**config.mk**
```make
export PLATFORM = sky130hd
export DESIGN_NAME = instr_fetch_queue
export DESIGN_NICKNAME = d
export VERILOG_FILES = /design/src/rtl/instr_fetch_queue.sv
export SDC_FILE = /design/constraint.sdc
export NUM_CORES = 1
export LEC_CHECK = 0
export BUFFER_PORTS_ARGS = -buffer_cell sky130_fd_sc_hd__buf_2
export CAP_MARGIN = 0
export CORE_UTILIZATION = 40
export DETAILED_ROUTE_END_ITERATION = 8
export HOLD_SLACK_MARGIN = 0.02
export PLACE_DENSITY = 0.59
export SYNTH_ARGS = -nofsm -noshare
export SYNTH_HDL_FRONTEND = slang
export SYNTH_SLANG_ARGS = --single-unit
export TNS_END_PERCENT = 100
```
**constraint.sdc**
```tcl
create_clock -name clock -period 4.4 [get_ports clock]
set_input_delay 0.22 -clock clock [delete_from_list [all_inputs] [get_ports clock]]
set_output_delay 0.22 -clock clock [all_outputs]
set_load 0.01 [all_outputs]
```
**src/rtl/instr_fetch_queue.sv**
```systemverilog
// ----------------------------------------------------------------------------
// instr_fetch_queue
//   Instruction fetch front end between a synchronous-read code memory and the
//   decode stage. Streams sequential code words into a small prefetch FIFO,
//   tags each word with its fetch address and hands them to decode with a
//   valid/ready handshake. A jump redirects the fetch address, flushes the
//   queue and drops the read in flight.
//
//   Optional feature macro: FETCH_BYPASS_EN
//     defined   : a response arriving while the queue is empty is presented on
//                 out_* in the same cycle (and only stored if not accepted).
//     undefined : out_* come from FIFO storage only.
//
// Ports
//   clock      in   rising-edge clock
//   reset      in   synchronous, active-high reset
//   mem_rd     out  code memory read strobe
//   mem_addr   out  code memory read address (valid when mem_rd=1)
//   mem_data   in   read data, valid exactly one cycle after mem_rd=1
//   jump_valid in   redirect request (single-cycle pulse)
//   jump_addr  in   redirect target
//   out_valid  out  out_word/out_pc hold a valid instruction
//   out_word   out  instruction word
//   out_pc     out  address out_word was fetched from
//   out_ready  in   decode accepts the word when out_valid & out_ready
// ----------------------------------------------------------------------------
module instr_fetch_queue #(
    parameter int                   ADDR_SIZE  = 18,
    parameter int                   WORD_SIZE  = 18,
    parameter int                   DEPTH      = 4,
    parameter logic [ADDR_SIZE-1:0] RESET_ADDR = '0
) (
    input  logic                 clock,
    input  logic                 reset,
    output logic                 mem_rd,
    output logic [ADDR_SIZE-1:0] mem_addr,
    input  logic [WORD_SIZE-1:0] mem_data,
    input  logic                 jump_valid,
    input  logic [ADDR_SIZE-1:0] jump_addr,
    output logic                 out_valid,
    output logic [WORD_SIZE-1:0] out_word,
    output logic [ADDR_SIZE-1:0] out_pc,
    input  logic                 out_ready
);

    localparam int PW = $clog2(DEPTH);
    localparam int CW = PW + 1;

    logic [ADDR_SIZE-1:0] fetch_pc;
    logic [ADDR_SIZE-1:0] resp_pc;
    logic                 inflight;
    logic [CW-1:0]        count;
    logic [PW-1:0]        rd_ptr;
    logic [PW-1:0]        wr_ptr;
    logic [WORD_SIZE-1:0] word_mem [DEPTH];
    logic [ADDR_SIZE-1:0] pc_mem   [DEPTH];

    logic fifo_valid;
    logic issue;
    logic push;
    logic pop;
    logic bypass_take;

    always_comb begin
        fifo_valid = (count != '0);
        // Credit uses the pre-pop count plus the outstanding read, so a
        // response always finds a free slot.
        issue      = !reset && !jump_valid &&
                     ((count + CW'(inflight)) < CW'(DEPTH));
        mem_rd     = issue;
        mem_addr   = fetch_pc;
`ifdef FETCH_BYPASS_EN
        out_valid   = fifo_valid || inflight;
        out_word    = fifo_valid ? word_mem[rd_ptr] : mem_data;
        out_pc      = fifo_valid ? pc_mem[rd_ptr]   : resp_pc;
        bypass_take = !fifo_valid && inflight && out_ready;
`else
        out_valid   = fifo_valid;
        out_word    = word_mem[rd_ptr];
        out_pc      = pc_mem[rd_ptr];
        bypass_take = 1'b0;
`endif
        // A jump in this cycle overrides both the handshake and the response.
        pop  = fifo_valid && out_ready && !jump_valid;
        push = inflight && !jump_valid && !bypass_take;
    end

    always_ff @(posedge clock) begin
        if (reset) begin
            fetch_pc <= RESET_ADDR;
            inflight <= 1'b0;
            count    <= '0;
            rd_ptr   <= '0;
            wr_ptr   <= '0;
        end else if (jump_valid) begin
            fetch_pc <= jump_addr;
            inflight <= 1'b0;
            count    <= '0;
            rd_ptr   <= '0;
            wr_ptr   <= '0;
        end else begin
            inflight <= issue;
            if (issue) begin
                fetch_pc <= fetch_pc + ADDR_SIZE'(1);
                resp_pc  <= fetch_pc;
            end
            if (push) wr_ptr <= wr_ptr + PW'(1);
            if (pop)  rd_ptr <= rd_ptr + PW'(1);
            case ({push, pop})
                2'b10:   count <= count + CW'(1);
                2'b01:   count <= count - CW'(1);
                default: count <= count;
            endcase
        end
    end

    // Storage needs no reset; entries are only read while count says valid.
    always_ff @(posedge clock) begin
        if (push && !reset) begin
            word_mem[wr_ptr] <= mem_data;
            pc_mem[wr_ptr]   <= resp_pc;
        end
    end

endmodule

```
==> run_results.csv, run 1 <==
group,metric,value,unit
critical_path,worst-path-max-fanout,20,
sta,period_share,62.50,%
synth,synth_fp_nets,423,
sta,max_slew_margin,33.82,%
place,port_buffers,95,
floorplan,core,17480,sq um
hold_path,hold_class,"primary input to flop",
layout,areaGrowthSynthToFinish,19.73,%
detailed_routing,initialDrtViolationCount,177,
floorplan,dieWidth,136.6,um
place,dp_hpwl,8.082,mm
floorplan,placementRows,48,
detailed_routing,routed_wirelength_normalized_by_instance_count,18.19,um
floorplan,floorplan.die.height,136.6,um
layout,final_core_utilization,49.66,%
cts,clockBufferDepth,2,
synth,synth.distinct_cells,38,
critical_path,cpPeakStageDelay,0.67,ns
global_routing,antenna_found_initial,0,
power_and_ir_drop,highest_ir_drop_seen_on_vdd,284.3,uV
place,gp_routability_congestion,0.8024,
layout,layout_common_cells,"edfxtp_1, buf_2, mux4_2",
hold_path,worst_hold_startpoint,"jump_addr[0]",
run,timing.max_cap.violations,0,
global_routing,first_global_vias,3975,
global_routing,grt_pass1_wl,20.77,mm
cts,cts_hold_repair.buffers,18,
critical_path,r2r-end,"count[2]",
synth,syn_inst,376,
cts,clock_sink_count,190,
layout,fillerInstances,1467,
layout,drive_above_1_share,34.19,%
global_routing,gr-usage-all-layers,15.34,%
cts,clockRootBuffer,"clkbuf_16",
synth,post_synthesis_share_of_cell_area_spent_on_xor_and_xnor_gates,2.779,%
synth,synth-adder-area-share,1.312,%
layout,total_number_of_nets_in_the_final_design,538,
critical_path,worst_setup_path_end_kind,"output port",
cts,cts-buffers-inserted,17,
detailed_routing,drtPass1Iterations,4,
cts,cts.clk_slew.worst_paths,0.07,ns
synth,synth.ff_latch_count,190,
cts,post_cts_setup_repair_bufs,0,
layout,ff_latch_area,5428,sq um
sta,timing.clock.skew,0.005830,ns
synth,synth-simple-area-share,4.989,%
sta,max_freq,0.3636,GHz
power_and_ir_drop,powerDensity,425.5,nW/um^2
synth,synth_warnings,0,
layout,final_common_cell,"edfxtp_1",
cts,cts_max_level,4,
cts,worstSkewPairLatency,0.42,ns
layout,antenna_cells,0,
critical_path,worst_r2r_path_cells,8,
synth,synth_area,7248,sq um
detailed_routing,post_drt_via_cell_ratio,5.107,
detailed_routing,remaining_drc_errors,0,
synth,seq_area_frac_synth,74.85,%
power_and_ir_drop,power.leakage,0.002958,uW
critical_path,worst_setup_path_start_kind,"flop",
layout,area_used_by_multi_input_combinational_logic,1670,sq um
synth,synth_top_family_by_area,"multiplexers",
detailed_routing,ant_nets,0,
detailed_routing,finalWirelength,13.25,mm
cts,cts_resized,0,
synth,post_synth_edffs,162,
sta,rsz_0062_raised_after_global_routing,"no",
sta,final-max-slew-violation-count,0,
synth,yosys_most_used_dff,"edfxtp_1",
sta,setup_viol,0,
synth,synthesis.area_per_instance,19.28,sq um
floorplan,start_util,41.47,%
critical_path,cell_type_of_the_slowest_stage_on_the_worst_timing_path,"inv_1",
critical_path,worstPathCellList,"and3_4 > xnor2_4 > nand2_2 > inv_1 > buf_2",
hold_path,min_delay_path_depth,3,
hold_path,worstHoldEndpoint,"mem_addr[0]",
floorplan,die_area,18660,sq um
global_routing,globalRoute.totalOverflow,0,
critical_path,worst-endpoint-arrival,2.53,ns
synth,synth.mux.area_fraction,11.60,%
sta,finalSetupTns,0,ns
critical_path,rrSetupSlack,2.12,ns
status,run_status,"completed",
critical_path,timing.setup.critical_path_class,"flop to output port",
critical_path,worst_path_required,4.18,ns
floorplan,io_pins,96,
critical_path,r2r_start,"count[2]",
detailed_routing,vias,3718,
global_routing,grt_start_max_net_pins,37,
sta,final_hold_viol_count,0,
sta,worst-slew-pin-transition,0.9928,ns
synth,synth-async-reset-ratio,0,%
cts,cts_tree,"done",
sta,layout_min_cycle_time,2.750,ns
synth,synth_compound_gate_area_share,2.365,%
[Yosys cell counts (all sizes together) (3+ instances only)]
library cell,count,share of area (%)
xor2,15,1.9
dfxtp,28,7.7
clkbuf,9,0.88
or3,5,0.43
mux2i,3,0.41
a21oi,4,0.28
ha,6,1.0
xnor2,5,0.86
buf,9,0.76
nand2,9,0.50
nand4,10,0.86
nand3,6,0.41
edfxtp,162,67
a211oi,11,1.2
mux4,36,11
inv,9,0.47
and3,10,1.0
nor2,26,1.3
[stage by stage]
step / total power (uW) / worst slack (ns) / hold WS [ns] / instance area, sq um / cells
2_1_floorplan: 2102 / 2.264 / 0.3189 / 7248 / 376
3_3_place_gp: 2156 / 1.815 / 0.4304 / 7896 / 679
3_5_place_dp: 2162 / 1.669 / 0.4389 / 7896 / 679
4_1_cts: 3729 / 1.554 / 0.02298 / 8678 / 728
5_1_grt: 3801 / 1.437 / 0.04630 / 8678 / 728
6_report: 3693 / 1.650 / 0.03422 / 8678 / 728
[area by class of cell]
type | count | area share, %
inverters | 9 | 0.3893
clock buffers | 19 | 4.988
multi-input cells | 159 | 19.25
clock inverters | 12 | 1.946
repair buffers | 114 | 7.641
well taps | 225 | 3.244
flip-flops and latches | 190 | 62.54
[metal layers]
layer / global-route usage [%] / wire, um / part of all wire (%)
met1: 19.65 / 6102 / 46
met2: 24.70 / 6262 / 47
met3: 4.444 / 664 / 5.0
met4: 5.802 / 215 / 1.6
met5: 0 / 0 / 0
[critical path: cells and delay by family (launching register included)]
kind | cells | cell delay (ns)
flops | 1 | 0.39
buf+inv | 2 | 0.93
xor+xnor | 1 | 0.39
simple gates | 2 | 0.38
[sequential cells by signal, indices dropped and copies added (netlist names), named ones only]
| register | cells |
|---|---|
| mem_addr | 18 |
| wr_ptr | 2 |
| count | 3 |
| rd_ptr | 2 |
| inflight | 1 |
| word_mem | 72 |
| resp_pc | 18 |
| pc_mem | 72 |
[cells by family after synthesis]
family | after synthesis
adders and majority gates | 7
AOI/OAI and AO/OA | 23
and+or+nand+nor | 70
DFF | 190
buffers and inverters | 27
muxes | 39
xor gates and xnor gates | 20
[power by group]
| part | leakage, uW | switching [uW] | internal, uW | total [uW] |
|---|---|---|---|---|
| registers | 0.00170 | 31.7 | 1980 | 2010 |
| clock network | 0.000286 | 614 | 943 | 1560 |
| logic | 0.000970 | 63.8 | 57.5 | 121 |
| total | 0.00296 | 710 | 2980 | 3690 |
[worst max-delay path by stage]
| stage | from | to | slack (ns) | cells past startpoint |
|---|---|---|---|---|
| 3_3_place_gp | jump_valid | count[2] | 1.82 | 9 |
| 5_1_grt | flop | out_pc[15] | 1.44 | 3 |
| 6_report | inflight | mem_rd | 1.65 | 5 |
| 2_1_floorplan | count[2] | count[2] | 2.26 | 8 |
| 3_5_place_dp | jump_valid | count[2] | 1.67 | 9 |
| 4_1_cts | flop | out_pc[15] | 1.55 | 3 |
Note: power is estimated with default switching activity, not from simulation.
==> run 2: changes to the inputs <==
- clock period: 4.4 -> 2.81 ns (I/O delays scaled with it)
==> run 2 against run 1 <==
Effect of this change:
- critical path type unchanged
- clock-buffer cell count shrank 2
- final area increased by 2.5%
- critical endpoint unchanged
- clock skew rose by 0.0033 ns
- worst hold slack better by 0.0095 ns
- clock power increased by 40%
- routed wire length rose by 1.4%
- utilization increased by 1.2 points
==> run_results.csv, run 2 (synthesis gave the netlist of run 1 again) <==
group,metric,value,unit
status,run_status,"completed",
global_routing,grt_pass1_wl,21.14,mm
floorplan,die_area,18660,sq um
critical_path,crit_buf_inv,3,
layout,fillerInstances,1427,
layout,ff_latch_area,5428,sq um
global_routing,first_global_vias,3947,
hold_path,hold_class,"primary input to flop",
layout,layout_common_cells,"edfxtp_1, buf_2, mux4_2",
floorplan,placementRows,48,
global_routing,grt_start_max_net_pins,37,
layout,largest_registers,"pc_mem: 72 flops, word_mem: 72 flops",
detailed_routing,initialDrtViolationCount,135,
detailed_routing,routed_wirelength_normalized_by_instance_count,17.86,um
critical_path,worst_path_required,2.67,ns
cts,clockBufferDepth,2,
critical_path,worst_setup_path_start_kind,"flop",
floorplan,dieWidth,136.6,um
power_and_ir_drop,powerDensity,624.5,nW/um^2
critical_path,worstPathCellList,"and3_4 > xnor2_4 > nand2_2 > inv_1 > buf_4 > buf_2",
cts,clock_sink_count,190,
cts,cts_tree,"done",
hold_path,min_delay_path_depth,3,
sta,rsz_0062_raised_after_global_routing,"no",
floorplan,io_pins,96,
floorplan,floorplan.die.height,136.6,um
run,timing.max_cap.violations,0,
layout,final_common_cell,"edfxtp_1",
detailed_routing,finalWirelength,13.43,mm
sta,final-max-slew-violation-count,0,
place,gp_routability_congestion,0.7702,
cts,cts_max_level,4,
critical_path,cpPeakStageDelay,0.42,ns
sta,finalSetupTns,0,ns
sta,worst-slew-pin-transition,0.6562,ns
critical_path,worst_r2r_path_cells,8,
sta,max_slew_margin,56.26,%
global_routing,globalRoute.totalOverflow,0,
detailed_routing,drtPass1Iterations,4,
global_routing,gr-usage-all-layers,15.54,%
sta,timing.clock.skew,0.009176,ns
layout,drive_above_1_share,34.72,%
critical_path,worst-path-max-fanout,19,
place,dp_hpwl,8.417,mm
power_and_ir_drop,highest_ir_drop_seen_on_vdd,432.1,uV
sta,final_hold_viol_count,0,
global_routing,antenna_found_initial,0,
sta,max_freq,0.4223,GHz
layout,total_number_of_nets_in_the_final_design,562,
detailed_routing,post_drt_via_cell_ratio,5.037,
critical_path,timing.critical_path.max_delay_family,"buffers and inverters",
sta,setup_slack,0.4418,ns
detailed_routing,ant_nets,0,
sta,layout_min_cycle_time,2.368,ns
critical_path,cell_type_of_the_slowest_stage_on_the_worst_timing_path,"xnor2_4",
cts,cts-buffers-inserted,17,
floorplan,start_util,41.47,%
detailed_routing,vias,3788,
critical_path,worst_setup_path_end_kind,"output port",
layout,areaGrowthSynthToFinish,22.70,%
cts,cts.clk_slew.worst_paths,0.07,ns
place,port_buffers,95,
critical_path,worst-path-stages,6,
layout,antenna_cells,0,
power_and_ir_drop,power.leakage,0.003037,uW
detailed_routing,remaining_drc_errors,0,
cts,clockRootBuffer,"clkbuf_16",
sta,setup_viol,0,
critical_path,timing.setup.critical_path_class,"flop to output port",
sta,period_share,84.28,%
floorplan,core,17480,sq um
place,place_ws,0.4953,ns
cts,worstSkewPairLatency,0.42,ns
layout,area_used_by_multi_input_combinational_logic,1670,sq um
critical_path,worst-endpoint-arrival,2.23,ns
-- run 2: cell types whose count changed in the layout (fill, tap and decap cells not counted) --
cell / previous run / this run
buf_12: 0 / 4
buf_4: 1 / 5
bufinv_16: 4 / 1
clkbuf_1: 2 / 0
clkinv_1: 3 / 2
clkinv_4: 1 / 2
clkinvlp_4: 2 / 7
dlygate4sd3_1: 18 / 34
-- run 2: stage by stage --
step                hold slack (ns)  cell area (sq um)  util, %  cells  total power (uW)
floorplan                    0.2394               7248        -    376              3291
global placement             0.3534               8006    45.81    687              3380
detailed placement           0.3597               8006    45.81    687              3389
CTS                         0.02575               8894    50.89    752              5616
global route                0.03014               8894    50.89    752              5730
finish                      0.04370               8894    50.89    752              5554
-- run 2: area by class of cell --
cell class / count / area share (%)
multi-input cells: 159 / 18.78
repair buffers: 138 / 10.50
clock inverters: 14 / 1.365
inverters: 9 / 0.3799
flip-flops and latches: 190 / 61.03
well taps: 225 / 3.165
clock buffers: 17 / 4.783
-- run 2: repair_timing --
| action | in CTS | in global routing |
|---|---|---|
| hold buffers | 34 | 0 |
| endpoints found under the setup margin | 0 | 0 |
| setup buffers | 0 | 0 |
| endpoints found under the hold margin | 88 | 0 |
| gates resized for setup | 0 | 0 |
-- run 2: worst reg2reg max path: cells and delay by family, from the launching register on --
kind,cells,cell delay [ns]
DFF,1,0.53
adders and majority gates,2,0.58
and+or+nand+nor,3,0.77
xor gates and xnor gates,1,0.17
buffers and inverters,1,0.06
AOI/OAI and AO/OA,1,0.15
-- run 2: final timing paths --
check	slack, ns	to	from
worst max-delay path	0.44	mem_rd	inflight
worst min-delay path	0.04	mem_addr[8]	jump_addr[8]
worst max register to register	0.46	count[2]	count[2]
worst min register to register	0.51	pc_mem[2][12]	resp_pc[12]
-- run 2: layer usage --
| layer | wire length (um) | vias up | global-route usage (%) | part of all wire, % |
|---|---|---|---|---|
| met5 | 0 | - | 0 | 0 |
| met4 | 163 | 0 | 6.358 | 1.2 |
| met3 | 660 | 14 | 3.926 | 4.9 |
| met2 | 6366 | 106 | 25.01 | 47 |
| met1 | 6239 | 1900 | 20.09 | 46 |
| li1 | - | 1768 | - | - |
-- run 2: report_power, final --
group,internal [uW],leakage (uW),switching [uW]
sequential,3100,0.00170,49.6
clock,1210,0.000244,981
combinational,108,0.00109,102
total,4420,0.00304,1130
==> run 3: changes to the inputs <==
- clock period: 2.81 -> 2.3 ns (I/O delays scaled with it)
==> run 3 against run 2 <==
Effect of this change:
- worst hold slack worse by 0.0016 ns
- first-iteration DRC count increased by 0.74%
- clock-buffer cell count is 5 higher
- largest power group unchanged
- critical path depth rose by 2
- global-route usage fell by 0.28 points
- critical path type is now flop to flop
- final area rose by 0.38%
- register-to-register slack lost 0.27 ns
- flip-flop and latch count is the same
- clock skew shrank 0.0011 ns
- routed wire length decreased by 0.74%
- combinational power grew 23%
- die area is the same
==> run_results.csv, run 3 (synthesis gave the netlist of run 1 again) <==
group,metric,value,unit
status,run_status,"completed",
global_routing,globalRoute.totalOverflow,0,
power_and_ir_drop,power.leakage,0.003075,uW
place,gp_routability_congestion,0.7857,
layout,largest_registers,"pc_mem: 72 flops, word_mem: 72 flops",
floorplan,core,17480,sq um
cts,clockRootBuffer,"clkbuf_16",
cts,cts_resized,0,
sta,hold_ws,0.04211,ns
sta,max_slew_margin,69.20,%
global_routing,grt_pass1_wl,20.69,mm
layout,final-instance-count-excl-fill,759,
sta,timing.clock.skew,0.008058,ns
detailed_routing,finalWirelength,13.33,mm
power_and_ir_drop,highest_ir_drop_seen_on_vdd,546.2,uV
critical_path,worst-endpoint-arrival,2.47,ns
cts,cts.clk_slew.worst_paths,0.07,ns
cts,clock_sink_count,190,
layout,total_number_of_nets_in_the_final_design,568,
critical_path,worst_path_required,2.66,ns
sta,setup_viol,0,
floorplan,floorplan.die.height,136.6,um
sta,worst-slew-pin-transition,0.4603,ns
detailed_routing,initialDrtViolationCount,136,
cts,clockBufferDepth,2,
detailed_routing,ant_nets,0,
sta,max_freq,0.4732,GHz
place,dp_hpwl,8.179,mm
floorplan,start_util,41.47,%
layout,areaGrowthSynthToFinish,23.17,%
layout,drive_above_1_share,34.83,%
global_routing,antenna_found_initial,0,
critical_path,crit_buf_inv,1,
critical_path,timing.critical_path.max_delay_family,"simple AND/OR/NAND/NOR gates",
sta,final_hold_viol_count,0,
critical_path,r2r-end,"count[2]",
cts,cts-buffers-inserted,17,
sta,period_share,91.88,%
detailed_routing,remaining_drc_errors,0,
critical_path,critical_path_startpoint,"count[0]",
critical_path,worst_setup_path_start_kind,"flop",
detailed_routing,post_drt_via_cell_ratio,5.087,
critical_path,r2r_start,"count[0]",
hold_path,hold_class,"primary input to flop",
sta,final-max-slew-violation-count,0,
critical_path,worst_setup_path_end_kind,"flop",
detailed_routing,drtPass1Iterations,4,
cts,worstSkewPairLatency,0.42,ns
global_routing,first_global_vias,3983,
critical_path,worstPathCellList,"or3_1 > and3_1 > ha_1 > inv_1 > fa_1 > xor2_1 > or3_1 > a21oi_1",
layout,antenna_cells,0,
critical_path,worst-path-stages,8,
detailed_routing,vias,3861,
layout,final_common_cell,"edfxtp_1",
critical_path,timing.setup.critical_path_class,"flop to flop",
sta,rsz_0062_raised_after_global_routing,"no",
critical_path,crit_end,"count[2]",
critical_path,worst_r2r_path_cells,8,
critical_path,worst-path-max-fanout,4,
sta,layout_min_cycle_time,2.113,ns
critical_path,critical_path.most_common_cell,"or3_1",
cts,cts_tree,"done",
global_routing,gr-usage-all-layers,15.26,%
cts,cts_max_level,4,
floorplan,die_area,18660,sq um
place,dp_cells,691,
critical_path,cpPeakStageDelay,0.39,ns
detailed_routing,routed_wirelength_normalized_by_instance_count,17.56,um
run,timing.max_cap.violations,0,
critical_path,cell_type_of_the_slowest_stage_on_the_worst_timing_path,"dfxtp_1",
floorplan,io_pins,96,
sta,finalSetupTns,0,ns
layout,layout_common_cells,"edfxtp_1, buf_2, mux4_2",
place,port_buffers,95,
global_routing,grt_start_max_net_pins,37,
floorplan,dieWidth,136.6,um
power_and_ir_drop,powerDensity,770.9,nW/um^2
critical_path,rrSetupSlack,0.19,ns
floorplan,placementRows,48,
==> run 3: how the worst min path moves through the flow <==
stage,endpoint,cells past startpoint,startpoint
6_report,mem_addr[15],3,jump_valid
5_1_grt,mem_addr[15],3,jump_valid
4_1_cts,mem_addr[16],3,jump_addr[16]
3_5_place_dp,word_mem[0][2],1,mem_data[2]
2_1_floorplan,word_mem[0][0],0,mem_data[0]
3_3_place_gp,word_mem[2][17],1,mem_data[17]
==> run 3: layout make-up <==
| class | count | area [sq um] |
|---|---|---|
| tap | 225 | 281.5 |
| multi-input combinational | 159 | 1670 |
| clock inverter | 10 | 116.4 |
| timing repair buffer | 144 | 953.4 |
| sequential | 190 | 5428 |
| clock buffer | 22 | 444.2 |
| fill | 1440 | 8549 |
| inverter | 9 | 33.78 |
==> run 3: metrics by stage <==
step                setup slack [ns]  area (sq um)  power [uW]  utilization (%)
floorplan                     0.1636          7248        4021                -
global placement              0.3522          8011        4128            45.84
detailed placement            0.2188          8011        4138            45.84
CTS                          0.03422          8912        6953            51.00
global route                 0.02291          8927        7107            51.08
finish                        0.1868          8927        6882            51.08
==> run 3: worst reg2reg max path, delay by kind of cell, from the launching register on <==
kind	cells	cell delay [ns]
XOR/XNOR	1	0.16
AND/OR/NAND/NOR	3	0.71
adder cells (fa/ha/maj)	2	0.59
flip-flops	1	0.39
AO/OA/AOI/OAI	1	0.14
buffers and inverters	1	0.06
==> run 3: repair_timing <==
item,CTS,global route
setup buffers,0,2
hold endpoints to repair,88,0
setup endpoints to repair,0,1
hold buffers,34,0
==> run 3: per-layer routing <==
metal	track usage, %	routed length, um	vias up
met4	6.790	227	0
li1	-	-	1783
met5	0	0	-
met1	20.04	6141	1932
met3	3.815	678	20
met2	24.00	6283	126
==> run 3: report_power, final <==
part           internal (uW)  total, uW  switching (uW)  leakage (uW)
combinational            132        259             127       0.00111
sequential              3790       3850            58.4       0.00170
clock                   1600       2770            1180      0.000258
